$ cat config.mk
export PLATFORM = sky130hd
export DESIGN_NAME = nibbler_host_bridge
export DESIGN_NICKNAME = d
export VERILOG_FILES = /design/src/rtl/nibbler_bridge_pkg.sv /design/src/rtl/nibble_fifo.sv /design/src/rtl/nibbler_host_bridge.sv
export SDC_FILE = /design/constraint.sdc
export NUM_CORES = 1
export LEC_CHECK = 0
export CORE_MARGIN = 1
export CORE_UTILIZATION = 54
export CTS_CLUSTER_SIZE = 20
export DETAILED_ROUTE_END_ITERATION = 12
export PLACE_DENSITY = 0.79
export SYNTH_ARGS = -nofsm -noshare
export SYNTH_HDL_FRONTEND = slang
export SYNTH_SLANG_ARGS = --single-unit
$ cat constraint.sdc
create_clock -name clk -period 3.1 [get_ports clk]
set_input_delay 0.465 -clock clk [delete_from_list [all_inputs] [get_ports clk]]
set_output_delay 0.465 -clock clk [all_outputs]
set_load 0.1 [all_outputs]
$ cat src/rtl/nibbler_bridge_pkg.sv
// Shared types and bit positions for the NIBBLER host bridge.
// Status and control indices match the CPU-visible IN_2 / OUT_2 layouts.
package nibbler_bridge_pkg;

  typedef logic [3:0] nibble_t;

  localparam int unsigned NIBBLE_W = 4;

  // IN_2 status bit positions
  localparam int unsigned ST_RX_NONEMPTY = 0;
  localparam int unsigned ST_TX_FULL     = 1;
  localparam int unsigned ST_TX_EMPTY    = 2;
  localparam int unsigned ST_TX_OVF      = 3;

  // OUT_2 control bit positions
  localparam int unsigned CT_TX_TOG  = 0;
  localparam int unsigned CT_RX_TOG  = 1;
  localparam int unsigned CT_OVF_CLR = 3;

  // Packs the four status flags into the IN_2 nibble.
  function automatic nibble_t pack_status(input logic rx_nonempty,
                                          input logic tx_full,
                                          input logic tx_empty,
                                          input logic tx_ovf);
    nibble_t st;
    st                 = '0;
    st[ST_RX_NONEMPTY] = rx_nonempty;
    st[ST_TX_FULL]     = tx_full;
    st[ST_TX_EMPTY]    = tx_empty;
    st[ST_TX_OVF]      = tx_ovf;
    return st;
  endfunction

endpackage

$ cat src/rtl/nibble_fifo.sv
// Circular nibble FIFO with wrap-around pointers and an occupancy count.
// Push while full is accepted only when a pop lands in the same cycle.
module nibble_fifo
  import nibbler_bridge_pkg::*;
#(
  parameter int unsigned DEPTH = 4
) (
  input  logic    clk,
  input  logic    reset,
  input  logic    push,
  input  logic    pop,
  input  nibble_t din,
  output nibble_t dout,
  output logic    full,
  output logic    empty
);

  localparam int unsigned AW = (DEPTH > 1) ? $clog2(DEPTH) : 1;
  localparam int unsigned CW = AW + 1;

  nibble_t         mem_q [DEPTH];
  logic [AW-1:0]   wr_ptr_q, wr_ptr_d;
  logic [AW-1:0]   rd_ptr_q, rd_ptr_d;
  logic [CW-1:0]   count_q, count_d;
  logic            push_ok_c;
  logic            pop_ok_c;

  assign full  = (count_q == CW'(DEPTH));
  assign empty = (count_q == '0);
  assign dout  = empty ? '0 : mem_q[rd_ptr_q];

  // Pop is qualified first so a full FIFO can still take a same-cycle push.
  always_comb begin
    pop_ok_c  = pop && !empty;
    push_ok_c = push && (!full || pop_ok_c);
    wr_ptr_d  = wr_ptr_q;
    rd_ptr_d  = rd_ptr_q;
    count_d   = count_q;
    if (push_ok_c) begin
      wr_ptr_d = wr_ptr_q + AW'(1);
    end
    if (pop_ok_c) begin
      rd_ptr_d = rd_ptr_q + AW'(1);
    end
    count_d = count_q + CW'(push_ok_c) - CW'(pop_ok_c);
  end

  always_ff @(posedge clk or negedge reset) begin
    if (!reset) begin
      wr_ptr_q <= '0;
      rd_ptr_q <= '0;
      count_q  <= '0;
    end else begin
      wr_ptr_q <= wr_ptr_d;
      rd_ptr_q <= rd_ptr_d;
      count_q  <= count_d;
    end
  end

  // Storage needs no reset; the head is masked to zero while empty.
  always_ff @(posedge clk) begin
    if (push_ok_c) begin
      mem_q[wr_ptr_q] <= din;
    end
  end

endmodule

$ cat src/rtl/nibbler_host_bridge.sv
// Bridges NIBBLER's OUT_0/OUT_2/IN_0/IN_2 port pins to a host valid/ready stream.
// OUT_2 bit toggles stand in for the CPU's missing write/read strobes.
module nibbler_host_bridge
  import nibbler_bridge_pkg::*;
#(
  parameter int unsigned DEPTH = 4
) (
  input  logic    clk,
  input  logic    reset,
  input  nibble_t cpu_out0,
  input  nibble_t cpu_out2,
  output nibble_t cpu_in0,
  output nibble_t cpu_in2,
  output nibble_t tx_data,
  output logic    tx_valid,
  input  logic    tx_ready,
  input  nibble_t rx_data,
  input  logic    rx_valid,
  output logic    rx_ready
);

  logic    tx_tog_q, tx_tog_d;
  logic    rx_tog_q, rx_tog_d;
  logic    tx_ovf_q, tx_ovf_d;

  logic    tx_evt_c;
  logic    rx_evt_c;
  logic    tx_pop_c;
  logic    tx_drop_c;
  logic    rx_push_c;
  logic    tx_full_c, tx_empty_c;
  logic    rx_full_c, rx_empty_c;
  nibble_t tx_head_c, rx_head_c;
  logic    unused_ctl_c;

  assign unused_ctl_c = cpu_out2[2];

  // Toggle detection, host handshakes and the overflow decision.
  always_comb begin
    tx_tog_d  = cpu_out2[CT_TX_TOG];
    rx_tog_d  = cpu_out2[CT_RX_TOG];
    tx_evt_c  = cpu_out2[CT_TX_TOG] != tx_tog_q;
    rx_evt_c  = cpu_out2[CT_RX_TOG] != rx_tog_q;
    tx_pop_c  = !tx_empty_c && tx_ready;
    rx_push_c = rx_valid && !rx_full_c;
    tx_drop_c = tx_evt_c && tx_full_c && !tx_pop_c;
    tx_ovf_d  = tx_ovf_q;
    if (tx_drop_c) begin
      tx_ovf_d = 1'b1;
    end else if (cpu_out2[CT_OVF_CLR]) begin
      tx_ovf_d = 1'b0;
    end
  end

  always_ff @(posedge clk or negedge reset) begin
    if (!reset) begin
      tx_tog_q <= 1'b0;
      rx_tog_q <= 1'b0;
      tx_ovf_q <= 1'b0;
    end else begin
      tx_tog_q <= tx_tog_d;
      rx_tog_q <= rx_tog_d;
      tx_ovf_q <= tx_ovf_d;
    end
  end

  nibble_fifo #(.DEPTH(DEPTH)) u_tx_fifo (
    .clk   (clk),
    .reset (reset),
    .push  (tx_evt_c),
    .pop   (tx_pop_c),
    .din   (cpu_out0),
    .dout  (tx_head_c),
    .full  (tx_full_c),
    .empty (tx_empty_c)
  );

  nibble_fifo #(.DEPTH(DEPTH)) u_rx_fifo (
    .clk   (clk),
    .reset (reset),
    .push  (rx_push_c),
    .pop   (rx_evt_c),
    .din   (rx_data),
    .dout  (rx_head_c),
    .full  (rx_full_c),
    .empty (rx_empty_c)
  );

  // All outputs decode registered FIFO/flag state only.
  assign tx_data  = tx_head_c;
  assign tx_valid = !tx_empty_c;
  assign rx_ready = !rx_full_c;
  assign cpu_in0  = rx_head_c;
  assign cpu_in2  = pack_status(!rx_empty_c, tx_full_c, tx_empty_c, tx_ovf_q);

endmodule

==> impl_results.md, run 1 <==
* Status: completed
* Hold WC Path Type: reg2reg
* ANT nets after route at 0
* Final Hold Vio Count at 0
* Root Buffer Master: clkbuf_8
* Clock Sinks at 49
* Commonest non-fill, non-tap cell in the layout: edfxtp_1
* Post-route minimum period at approximately 2.4 ns
* Sequential area share after synthesis at 62.4%
* Std-Cell Core Area at between 3000 and 4000 um^2
* Die Width at 66.2 um
* Simple-gate share of the synthesized area at 7.15%
* Worst setup skew after layout at 0.00702 ns
* Port bufs at 28
* Most frequent cells in the layout: edfxtp_1, dfrtp_1, and2_1
* Register bit total from synthesis at 49
* Routability cong. at just over 0.7
* Avg Synthesized Cell Area at 16.2 um^2
* Hold EP: tx_ovf_q
* Max-cap viol count at 0
* Routed Wire Length at about 3400 um
* Initial Util at 58.5%
* DP Area at ~2500 um^2
* Wire per inst at roughly 16 um
* Setup-failing EPs final at 0
* Worst Path Arrival at 2.63 ns
* Post_cts resized at 0
* Synth Cell Area at 2220 um^2
* Die area at 4380 um^2
* Residual DRC at 0
* Clock slew at reported path FFs at 0.09 ns
* Final core area utilization at 67.5%
* Slew margin rel. at 40.8%
* Fin area at 2560 um^2
* TritonRoute pass-1 iters at 4
* Worst path max stage delay at 0.52 ns
* Reg2Reg Setup Slack at 0.70 ns
* Largest net degree at the start of global routing at 18
* Mux share of post-synthesis cell area at 9.12%
* Vias/cell at around 5.3
* Max Slew Vio Count at 0
* GRT Overall Usage at between 10% and 20%
* Final setup TNS at 0 ns
* Vias in the first global route at 1247
* First-pass GRT wire length at around 5700 um
* Hold Buf Count CTS at 0
* Synth unique cells at 26
* Rows at 22
* Cells along the critical path: or3_1 -> inv_4 -> nor2_4 -> ha_1 -> inv_1 -> ha_1 -> inv_1 -> fa_1 -> xnor2_1 -> xnor2_1
* XOR/XNOR share of the synthesized area at 5.06%
* HP Start: tx_ovf_q
* DR iter-0 viols at 34
* Period utilization at 77.4%
* CP Launch Type: flop
* Post-CTS setup buffers at 0
* CTS Buffer Depth at 2
* Critical path class: reg2reg
* Hpwl dp at 2610 um
* Synth warn at 0
* Crit-path max FO at 7
* Syn Inst Count at 137
* Largest family of logic cells by synthesized area: multiplexers
* CTS Buf Count at 5
* Die H at 66.2 um
* Initial antenna violation count at 0
* CTS tree: built
* RR Endpoint: u_tx_fifo.count_q[2]
* Post-Synth Adder-Cell Area at 8.55%
* P&R area growth vs syn at 15.3%
* Data required, critical path at 3.33 ns
* Worst r2r src: u_tx_fifo.count_q[1]
* Fin nets at around 200
* Worst-Margin Slew at 0.885 ns
* Synth Area in Compound Gates at 1.63%
* Grt ovf at 0
* CTS H-tree depth at 2
* Worst path slowest cell: or3_1
* Via count at roughly 1100
* Critical Path End Type: flop
* R2R depth at 10
* Antenna cells at 0
* Hold path cells at 2
* Max Freq at 417 MHz
* Clock Latency Late Sink at 0.30 ns
* Syn Nets at 167
* Layout cell share with drive strength beyond 1 at 22.8%
* RSZ-0062 raised after global routing: false
* Boundary pin count at 30
==> worst max-delay path by stage <==
stage / start / endpoint / slack (ns) / cells past startpoint
after floorplan: u_rx_fifo.count_q[1] / cpu_in0[0] / 0.65 / 3
after global placement: tx_ready / u_tx_fifo.count_q[2] / 0.54 / 10
after detailed placement: tx_ready / u_tx_fifo.count_q[2] / 0.49 / 10
after CTS: u_tx_fifo.count_q[1] / u_tx_fifo.count_q[2] / 0.66 / 10
after global routing: u_tx_fifo.count_q[1] / u_tx_fifo.count_q[2] / 0.58 / 10
final: u_tx_fifo.count_q[1] / u_tx_fifo.count_q[2] / 0.70 / 10
==> metal layers <==
layer / track usage (%) / wire length, um
met2: 32.8 / 1790
met3: 5.86 / 178
met5: 0 / 0
met4: 7.98 / 61
met1: 21.4 / 1390
==> critical path, delay by kind of cell (launching register included) <==
| family | cells | cell delay (ns) |
|---|---|---|
| flip-flops | 1 | 0.44 |
| adder cells (fa/ha/maj) | 3 | 0.77 |
| buffers and inverters | 3 | 0.22 |
| XOR/XNOR | 2 | 0.32 |
| AND/OR/NAND/NOR | 2 | 0.57 |
==> layout make-up <==
cell class / count / area (um^2)
Clock buffer: 5 / 68.8
Tap cell: 48 / 60.1
Multi-Input combinational cell: 65 / 701
Timing Repair Buffer: 28 / 245
Inverter: 17 / 80.1
Fill cell: 278 / 1230
Sequential cell: 49 / 1390
Clock inverter: 3 / 22.5
==> stage by stage <==
stage | instances | setup WS (ns) | hold WS [ns]
finish | 215 | 0.702 | 0.549
global route | 215 | 0.580 | 0.582
CTS | 215 | 0.661 | 0.552
detailed placement | 207 | 0.487 | 0.536
global placement | 207 | 0.545 | 0.519
floorplan | 137 | 0.650 | 0.169
==> logic make-up (layout without fill, tap and decap cells) <==
group           after synthesis  after routing
fa+ha+maj                    14             14
buf+inv                      23             53
mux                          10             10
flops                        49             49
compound gates                3              3
simple gates                 26             26
xor+xnor                     12             12
==> flip-flops by register name (all words and copies together) (netlist names) <==
signal and cells:
u_tx_fifo.count_q 3, tx_ovf_q 1, u_rx_fifo.rd_ptr_q 2, tx_tog_q 1
u_tx_fifo.mem_q 16, rx_tog_q 1, u_tx_fifo.rd_ptr_q 2, u_tx_fifo.wr_ptr_q 2
u_rx_fifo.wr_ptr_q 2, u_rx_fifo.mem_q 16, u_rx_fifo.count_q 3
==> cell usage after synthesis <==
cell type | count | area (um^2)
buf_4 | 3 | 22.5
inv_1 | 14 | 52.6
inv_4 | 1 | 6.26
xnor2_1 | 9 | 78.8
xor2_1 | 2 | 17.5
nor3b_1 | 1 | 7.51
nand2_1 | 2 | 7.51
mux4_2 | 8 | 180
xor2_2 | 1 | 16.3
and2_1 | 16 | 100
fa_1 | 2 | 40.0
nor3_1 | 1 | 5.00
ha_1 | 12 | 150
inv_2 | 1 | 3.75
mux2_1 | 2 | 22.5
edfxtp_1 | 32 | 961
or3_1 | 1 | 6.26
o32ai_1 | 1 | 8.76
buf_6 | 3 | 33.8
nor2_4 | 1 | 11.3
a21oi_4 | 1 | 16.3
nand3_2 | 1 | 10.0
nor2_1 | 3 | 11.3
dfrtp_1 | 17 | 425
a21boi_2 | 1 | 11.3
bufinv_8 | 1 | 17.5
Power of run 1 is left out: the tool's default activity adds up to more than one toggle a clock period on the data nets, which glitch-free logic cannot reach.
==> run 2: changes to the inputs <==
Settings changed: CORE_UTILIZATION 54 to 49, PLACE_DENSITY 0.79 to 0.75.
Clock period 3.1 ns to 2.1 ns, I/O delays scaled along.
==> run 2 against run 1 <==
Design area rose by 12%. Fmax rose by 16%. Flip-flop and latch count did not move. Sequential share of layout area fell by 5.6 points. Clock skew barely moved. Hold slack got worse by 0.33 ns. Critical path type unchanged. Setup slack got worse by 0.67 ns. Die area rose by 9.9%. Routed wire length rose by 6.9%.
==> impl_results.md, run 2 (same netlist as run 1, synthesis figures left out) <==
* Die Width at 69.4 um
* Worst path max stage delay at 0.41 ns
* GRT Overall Usage at 17.2%
* Delay-heaviest family, CP: adder cells
* Residual DRC at 0
* Die H at 69.4 um
* Crit path buf inv count at 3
* Vias/cell at just under 5
* Cells along the critical path: or3_4 -> clkinv_4 -> nor2_4 -> ha_4 -> inv_2 -> ha_2 -> inv_2 -> fa_2 -> xnor2_2 -> xnor2_1
* Data required, critical path at 2.29 ns
* Worst path slowest cell: or3_4
* Boundary pin count at 30
* First-pass GRT wire length at 6010 um
* DP Area at 2730 um^2
* Routed Wire Length at 3660 um
* Via count at approximately 1100
* # fillers at 311
* Critical path class: reg2reg
* Final Hold Vio Count at 0
* Initial antenna violation count at 0
* Commonest non-fill, non-tap cell in the layout: edfxtp_1
* Clock slew at reported path FFs at around 0.090 ns
* Status: completed
* CTS tree: built
* Root Buffer Master: clkbuf_8
* Max Slew Vio Count at 0
* Die area at 4810 um^2
* Critical Path End Type: flop
* CTS Buf Count at 5
* Crit path top cell by count: inv_2
* Port bufs at 28
* Wire per inst at 15.6 um
* Hold Buf Count CTS at 0
* RSZ-0062 raised after global routing: true
* Slew margin rel. at between 40 and 50%
* Hpwl dp at 2650 um
* DR iter-0 viols at between 50 and 60
* Largest regs: u_rx_fifo.mem_q: 16 flops, u_tx_fifo.mem_q: 16 flops
* Fin area at 2870 um^2
* Largest net degree at the start of global routing at 18
* CTS Buffer Depth at 2
* Fin nets at 212
* TritonRoute pass-1 iters at 3
* Clock Latency Late Sink at approximately 0.3 ns
* Routability cong. at 0.689
* Most frequent cells in the layout: edfxtp_1, buf_4, dfrtp_1
* Clock Sinks at 49
* Layout cell share with drive strength beyond 1 at 37.7%
* Worst Path Arrival at ~2.3 ns
* Initial Util at approximately 50%
* Hold WC Path Type: in2reg
* ANT nets after route at 0
* Worst-Margin Slew at around 0.78 ns
* Setup-failing EPs final at 0
* Std-Cell Core Area at 4350 um^2
* CTS H-tree depth at 2
* CP Launch Type: flop
* Antenna cells at 0
* Period utilization at 98.6%
* Vias in the first global route at 1252
* Worst setup skew after layout at 0.00721 ns
* Hold_ws at 0.220 ns
* Rows at 24
* Crit-path max FO at 2
* Grt ovf at 0
* Max-cap viol count at 0
* Post-route minimum period at 2.07 ns
* Max Freq at 483 MHz
* P&R area growth vs syn at 29.0%
==> run 2: cell type report <==
| class | instances | area (um^2) | share of cell area (%) |
|---|---|---|---|
| sequential | 49 | 1390 | 48.4 |
| clock buffer | 6 | 72.6 | 2.53 |
| timing repair buffer | 44 | 493 | 17.2 |
| tap | 52 | 65.1 | 2.27 |
| inverter | 17 | 82.6 | 2.88 |
| multi-input combinational | 65 | 756 | 26.4 |
| clock inverter | 2 | 10.0 | 0.349 |
==> run 2: stage by stage <==
stage	setup slack, ns	utilization, %	setup TNS (ns)	std cells
global placement	-0.195	62.7	-0.489	226
global route	-0.0212	65.9	-0.0388	235
CTS	-0.0250	65.2	-0.0250	234
floorplan	-0.174	-	-0.284	137
detailed placement	-0.296	62.7	-0.814	226
finish	0.0298	65.9	0	235
==> run 2: repair_timing <==
action,CTS,global route
hold endpoints to repair,0,0
endpoints found under the setup margin,9,2
pin swaps,5,2
resized for setup,7,5
gates cloned,0,0
buffers inserted,0,1
==> run 2: final timing paths <==
path / startpoint / to / slack (ns) / cells past startpoint
setup / recovery: u_tx_fifo.count_q[0] / u_tx_fifo.count_q[2] / 0.03 / 10
hold / removal: cpu_out2[1] / rx_tog_q / 0.22 / 1
setup reg to reg: u_tx_fifo.count_q[0] / u_tx_fifo.count_q[2] / 0.03 / 10
hold reg to reg: tx_ovf_q / tx_ovf_q / 0.55 / 2
max in group asynchronous: reset / u_tx_fifo.rd_ptr_q[0] / 1.10 / 1
min in group asynchronous: reset / u_tx_fifo.count_q[0] / 0.46 / 1
==> run 2: metal layers <==
| metal | vias to the layer above | GRT usage (%) | part of all wire [%] |
|---|---|---|---|
| li1 | 554 | - | - |
| met1 | 556 | 18.9 | 37 |
| met2 | 21 | 30.0 | 57 |
| met3 | 5 | 5.52 | 3.7 |
| met4 | 0 | 8.16 | 2.1 |
| met5 | - | 0 | 0 |
==> run 2: worst register-to-register path: cells and delay by family (launching register included) <==
family	cells	cell delay, ns
xor+xnor	2	0.28
simple gates	2	0.45
flops	1	0.39
fa+ha+maj	3	0.71
buf+inv	3	0.15
Power of run 2 is left out for the same reason.
==> RTL edit 1: new RTL, config.mk and constraints of run 1 <==
`DEPTH` is set to 4 in 2 places; all go to 2.
--- a/src/rtl/nibble_fifo.sv
+++ b/src/rtl/nibble_fifo.sv
@@ -4,5 +4,5 @@
   import nibbler_bridge_pkg::*;
 #(
-  parameter int unsigned DEPTH = 4
+  parameter int unsigned DEPTH = 2
 ) (
   input  logic    clk,
--- a/src/rtl/nibbler_host_bridge.sv
+++ b/src/rtl/nibbler_host_bridge.sv
@@ -4,5 +4,5 @@
   import nibbler_bridge_pkg::*;
 #(
-  parameter int unsigned DEPTH = 4
+  parameter int unsigned DEPTH = 2
 ) (
   input  logic    clk,
Function: changed (Yosys sat finds a counterexample within 4 cycles, from zero or initial values and one cycle with reset low).
==> RTL edit 1 against run 1 <==
Design area is 43% lower; sequential share of layout area decreased by 1.9 points; synthesized area fell by 47%; sequential cell count fell by 22; hold slack lost 0.072 ns; wire length fell by 53%; register-to-register slack better by 0.66 ns; setup slack got worse by 0.10 ns; final cell count down 35%; critical endpoint is now cpu_in2[0].
Power is left out: the tool's default activity adds up to more than one toggle a clock period on the data nets, which glitch-free logic cannot reach.
==> RTL edit 1: results (changes against run 1) <==
Status
  – Status: finished clean

Clock network
  – Clock buffer count from CTS: 3 (-2)
  – Longest Clk Path Bufs: 2 (unchanged)
  – H-tree Lvls: 1 (-1)
  – Clock Root Buffer: clkbuf_4
  – Post-cts sizing count: 0 (unchanged)
  – Clock Latency Late Sink: 0.31 ns
  – Setup bufs post-CTS: 0 (unchanged)
  – Clk slew on worst S/H paths: 0.12 ns (+0.03 ns)

Yosys
  – Gate Count Post-Synth: 85 (-38%)
  – Synth area leaders: edfxtp_1 41%, dfrtp_1 23%, mux2i_1 7.7%
  – Post-synthesis sequential area ratio: 64.4% (+2.0 points)
  – Commonest cells in the netlist: 16 x edfxtp_1, 11 x dfrtp_1, 10 x nor2_1, 9 x mux2i_1
  – Top FF cell, synth: edfxtp_1
  – Syn nets: 103 (-38%)
  – Async S/R FF share, synth: 40.7% (+6.0 points)
  – Number of flops mapped to enable cells by yosys: 16 (-50%)
  – Synth unique cells: 22 (-15%)
  – Synth Warn #: 0 (unchanged)

Setup path
  – Worst r2r dst: u_rx_fifo.count_q[1]
  – Critical Path Sink: cpu_in2[0]
  – Worst r2r src: u_rx_fifo.count_q[1]
  – Worst-path fanout max: 6 (-1)
  – Setup slack, reg-to-reg: 1.36 ns (+0.66 ns)
  – Crit path DAT: 2.04 ns (-0.59 ns)
  – Worst path max stage delay: 0.97 ns (+0.45 ns)
  – Max stage delay cell, worst path: clkdlybuf4s50_1
  – Crit-path leading delay family: buffers and inverters
  – R2R depth: 6 (-4)
  – Setup crit start: u_rx_fifo.count_q[1]

Drt
  – Via/cell ratio: 4.73 (-10%)
  – First-pass DRT Iterations: 2 (-2)
  – DR iter-0 viols: 1 (-97%)
  – Wirelength per Cell: 11.5 µm (-28%)

Global routing
  – First-pass GRT wire length: 2810 µm (-50%)
  – Grt total ovfl: 0 (unchanged)
  – GR Util met2: 27.8% (-5.0 points)
  – Initial antenna violation count: 0 (unchanged)
  – Vias in the first global route: 673 (-46%)
  – M1 GR Usage: 19.8% (-1.6 points)
  – Largest net degree at the start of global routing: 15 (-3)
  – Overall routing resource usage: 16.5% (-2.4 points)
  – Met3 Use GR: 3.46% (-2.4 points)

Layout
  – Layout cells sized above 1: 20.5% (-2.2 points)
  – Layout Nets: 131 (-33%)
  – Antenna diodes: 0 (unchanged)
  – Finished Layout Cells: 139 (-35%)
  – Regs by FF count: u_rx_fifo.mem_q (8), u_tx_fifo.mem_q (8)

STA
  – Max-Slew Margin vs Limit: 35.7% (-5.2 points)
  – Final Hold Fails: 0 (unchanged)
  – Clock Skews: 0.00303 ns (-0.00399 ns)

Placed design
  – Port bufs: 28 (unchanged)
  – Dpl hpwl: 1250 µm (-52%)
  – Gpl congestion: 0.754 (+4.5%)

Hold path
  – Min-Delay Path Class: input port to async pin
[RTL edit 1: worst min path at each step]
stage / start / endpoint / slack, ns / cells after the start
after CTS: reset / u_rx_fifo.count_q[1] / 0.48 / 1
final: reset / u_rx_fifo.count_q[0] / 0.48 / 1
after global routing: reset / tx_ovf_q / 0.49 / 1
after detailed placement: u_tx_fifo.wr_ptr_q / u_tx_fifo.wr_ptr_q / 0.48 / 1
after global placement: u_tx_fifo.wr_ptr_q / u_tx_fifo.wr_ptr_q / 0.47 / 1
after floorplan: reset / rx_tog_q / 0.17 / 0
[RTL edit 1: cell type report]
class | count | area (µm²)
sequential | 27 | 756
multi-input combinational | 47 | 363
tap | 27 | 33.8
clock buffer | 4 | 26.3
fill | 152 | 553
inverter | 6 | 22.5
timing repair buffer | 28 | 248
[RTL edit 1: per-stage QoR]
step	hold WS, ns	worst slack [ns]	cell area, µm²	util, %
5_1_grt	0.491	0.488	1450	72.4
2_1_floorplan	0.169	0.772	1170	-
3_3_place_gp	0.472	0.970	1420	71.1
6_report	0.477	0.598	1450	72.4
3_5_place_dp	0.478	0.949	1420	71.1
4_1_cts	0.481	0.579	1450	72.4
[RTL edit 1: kinds of logic (layout without fill, tap and decap cells)]
kind of cell             Yosys count  count (layout)  share of synthesized area (%)
AND/OR/NAND/NOR                   24              24                           11.7
multiplexers                       9               9                           7.68
XOR/XNOR                          11              11                           8.85
buffers and inverters             11              38                           4.69
flip-flops                        27              27                           64.4
adder cells (fa/ha/maj)            2               2                           2.13
AO/OA/AOI/OAI                      1               1                          0.533
[RTL edit 1: metal layers]
| layer | vias up | part of all wire [%] |
|---|---|---|
| li1 | 334 | - |
| met1 | 306 | 47 |
| met2 | 15 | 47 |
| met3 | 2 | 4.4 |
| met4 | 0 | 1.4 |
| met5 | - | 0 |
==> RTL edit 2: new RTL, config.mk and constraints of run 1 <==
Without the edit above. Make the reset (`reset`) synchronous in 2 clocked blocks.
--- a/src/rtl/nibble_fifo.sv
+++ b/src/rtl/nibble_fifo.sv
@@ -46,5 +46,5 @@
   end
 
-  always_ff @(posedge clk or negedge reset) begin
+  always_ff @(posedge clk) begin
     if (!reset) begin
       wr_ptr_q <= '0;
--- a/src/rtl/nibbler_host_bridge.sv
+++ b/src/rtl/nibbler_host_bridge.sv
@@ -53,5 +53,5 @@
   end
 
-  always_ff @(posedge clk or negedge reset) begin
+  always_ff @(posedge clk) begin
     if (!reset) begin
       tx_tog_q <= 1'b0;
Check against the original RTL: differs if reset is asserted again (counterexample within 4 cycles, from zero or initial values and one cycle with reset low); with reset held inactive, the same outputs for 10 cycles.
==> RTL edit 2 against run 1 <==
Fmax fell by 1.3%; sequential cell count grew 4; final cell count up 15%; synthesized area up 2.5%; via count up 15%; design area rose by 3.6%; clock skew is 0.0010 ns lower; wire length rose by 4.6%; setup slack worse by 0.031 ns; sequential share of layout area fell by 2.0 points; largest cell class unchanged.
Power is left out: the tool's default activity adds up to more than one toggle a clock period on the data nets, which glitch-free logic cannot reach.
==> RTL edit 2: results (changes against run 1) <==
Status
  – Status: finished clean

Setup path
  – Worst-path fanout max: 5 (-2)
  – Crit path DAT: 2.66 ns (+0.03 ns)
  – Setup slack, reg-to-reg: 0.71 ns
  – Worst r2r src: u_rx_fifo.count_q[2]
  – Max stage delay cell, worst path: clkdlybuf4s50_1
  – Worst r2r dst: u_rx_fifo.count_q[2]
  – Setup crit start: cpu_out2[1]
  – Worst path max stage delay: 0.43 ns (-0.09 ns)

Layout
  – Layout cells sized above 1: 18.7% (-4.1 points)
  – Count of filler cells inserted in the layout: 296 (+6.5%)
  – Layout Nets: 227 (+16%)

Yosys
  – Syn nets: 196 (+17%)
  – Synthesized-area fraction occupied by adder cells: 8.34% (-0.21 points)
  – Async S/R FF share, synth: 0% (-35 points)
  – Synth Warn #: 0 (unchanged)
  – Mean Syn Cell Area: 13.7 µm² (-15%)
  – Post-synthesis sequential area ratio: 60.6% (-1.8 points)
  – Synth area leaders: edfxtp_1 42%, dfxtp_1 18%, mux4_2 7.9%
  – Synth unique cells: 32 (+23%)
  – Post-Synth XOR/XNOR Area: 1.92% (-3.1 points)
  – Synth Area in Compound Gates: 4.01% (+2.4 points)
  – Number of flops mapped to enable cells by yosys: 32 (unchanged)
  – Post-synthesis mux area share: 8.78% (-0.33 points)
  – Commonest cells in the netlist: 32 x edfxtp_1, 21 x dfxtp_1, 18 x inv_1, 12 x ha_1

Global routing
  – Overall routing resource usage: 19.1% (+0.24 points)
  – Vias in the first global route: 1306 (+4.7%)
  – First-pass GRT wire length: 6090 µm (+7.4%)

Drt
  – Via/cell ratio: 5.26 (+0.12%)
  – Wirelength per Cell: 14.4 µm (-9.3%)
  – DR iter-0 viols: 71 (+110%)
  – DRT Wirelength: 3580 µm (+4.6%)

Placed design
  – Port bufs: 28 (unchanged)
  – Dpl hpwl: 2750 µm (+5.6%)
  – Placed Area: 0.00256 mm² (+3.7%)
  – Gpl congestion: 0.697 (-3.4%)
  – Dpl cells: 240 (+16%)

Hold path
  – Min-Delay Path Class: flip-flop to flip-flop
  – HP Start: u_rx_fifo.rd_ptr_q[1]
  – Hold EP: u_rx_fifo.rd_ptr_q[1]

STA
  – Final Hold Fails: 0 (unchanged)
  – Max-Slew Margin vs Limit: 62.9% (+22 points)
  – Clock Skews: 0.00598 ns (-0.00104 ns)

Clock network
  – Post-cts sizing count: 0 (unchanged)
  – Clk slew on worst S/H paths: ~0.10 ns
  – Clock Latency Late Sink: 0.30 ns (about the same)
## RTL edit 2: changes by cell type after synthesis, sizes merged, moves of 5 or more
cell | run 1 | this run
dfxtp | 0 | 21
dfrtp | 17 | 0
xnor2 | 9 | 1
a21oi | 1 | 7
and2 | 16 | 10
and2b | 0 | 5
nor2 | 4 | 9
## RTL edit 2: per-stage QoR
stage,hold WS [ns],setup slack (ns)
floorplan,0.454,0.595
global placement,0.468,0.442
detailed placement,0.485,0.338
CTS,0.502,0.654
global route,0.536,0.514
finish,0.505,0.670
## RTL edit 2: routing by layer
| layer | track usage (%) | wire length [µm] | part of all wire [%] |
|---|---|---|---|
| met2 | 31.8 | 1820 | 51 |
| met3 | 4.79 | 165 | 4.6 |
| met1 | 23.2 | 1530 | 43 |
| met5 | 0 | 0 | 0 |
| met4 | 8.51 | 65 | 1.8 |
## RTL edit 2: logic make-up (layout without fill, tap and decap cells)
logic type,after synthesis,after routing
XOR/XNOR,5,5
flip-flops,53,53
AND/OR/NAND/NOR,46,46
multiplexers,10,10
AO/OA/AOI/OAI,15,15
buffers and inverters,23,55
adder cells (fa/ha/maj),14,14
## RTL edit 2: worst max-delay path by stage
stage / endpoint / depth (start not counted)
2_1_floorplan: tx_data[0] / 2
3_3_place_gp: u_rx_fifo.count_q[2] / 11
3_5_place_dp: u_rx_fifo.count_q[2] / 11
4_1_cts: u_rx_fifo.count_q[2] / 11
5_1_grt: u_rx_fifo.count_q[2] / 10
6_report: u_rx_fifo.count_q[2] / 11
## RTL edit 2: layout make-up
| cell class | instances | area, µm² | share of cell area [%] |
|---|---|---|---|
| repair buffers | 29 | 253 | 9.52 |
| flip-flops and latches | 53 | 1380 | 52.0 |
| well taps | 50 | 62.6 | 2.36 |
| multi-input cells | 90 | 801 | 30.2 |
| clock buffers | 5 | 68.8 | 2.59 |
| inverters | 18 | 67.6 | 2.54 |
| clock inverters | 3 | 21.3 | 0.801 |
## RTL edit 2: worst reg2reg max path, cell delays in order, from the launching register on
cell	delay (ns)
dfxtp_1	0.35
nor3_2	0.50
nor2_1	0.11
ha_1	0.31
inv_1	0.06
ha_1	0.12
inv_1	0.05
fa_1	0.37
xor2_1	0.16
and2_1	0.16
nor3_1	0.12
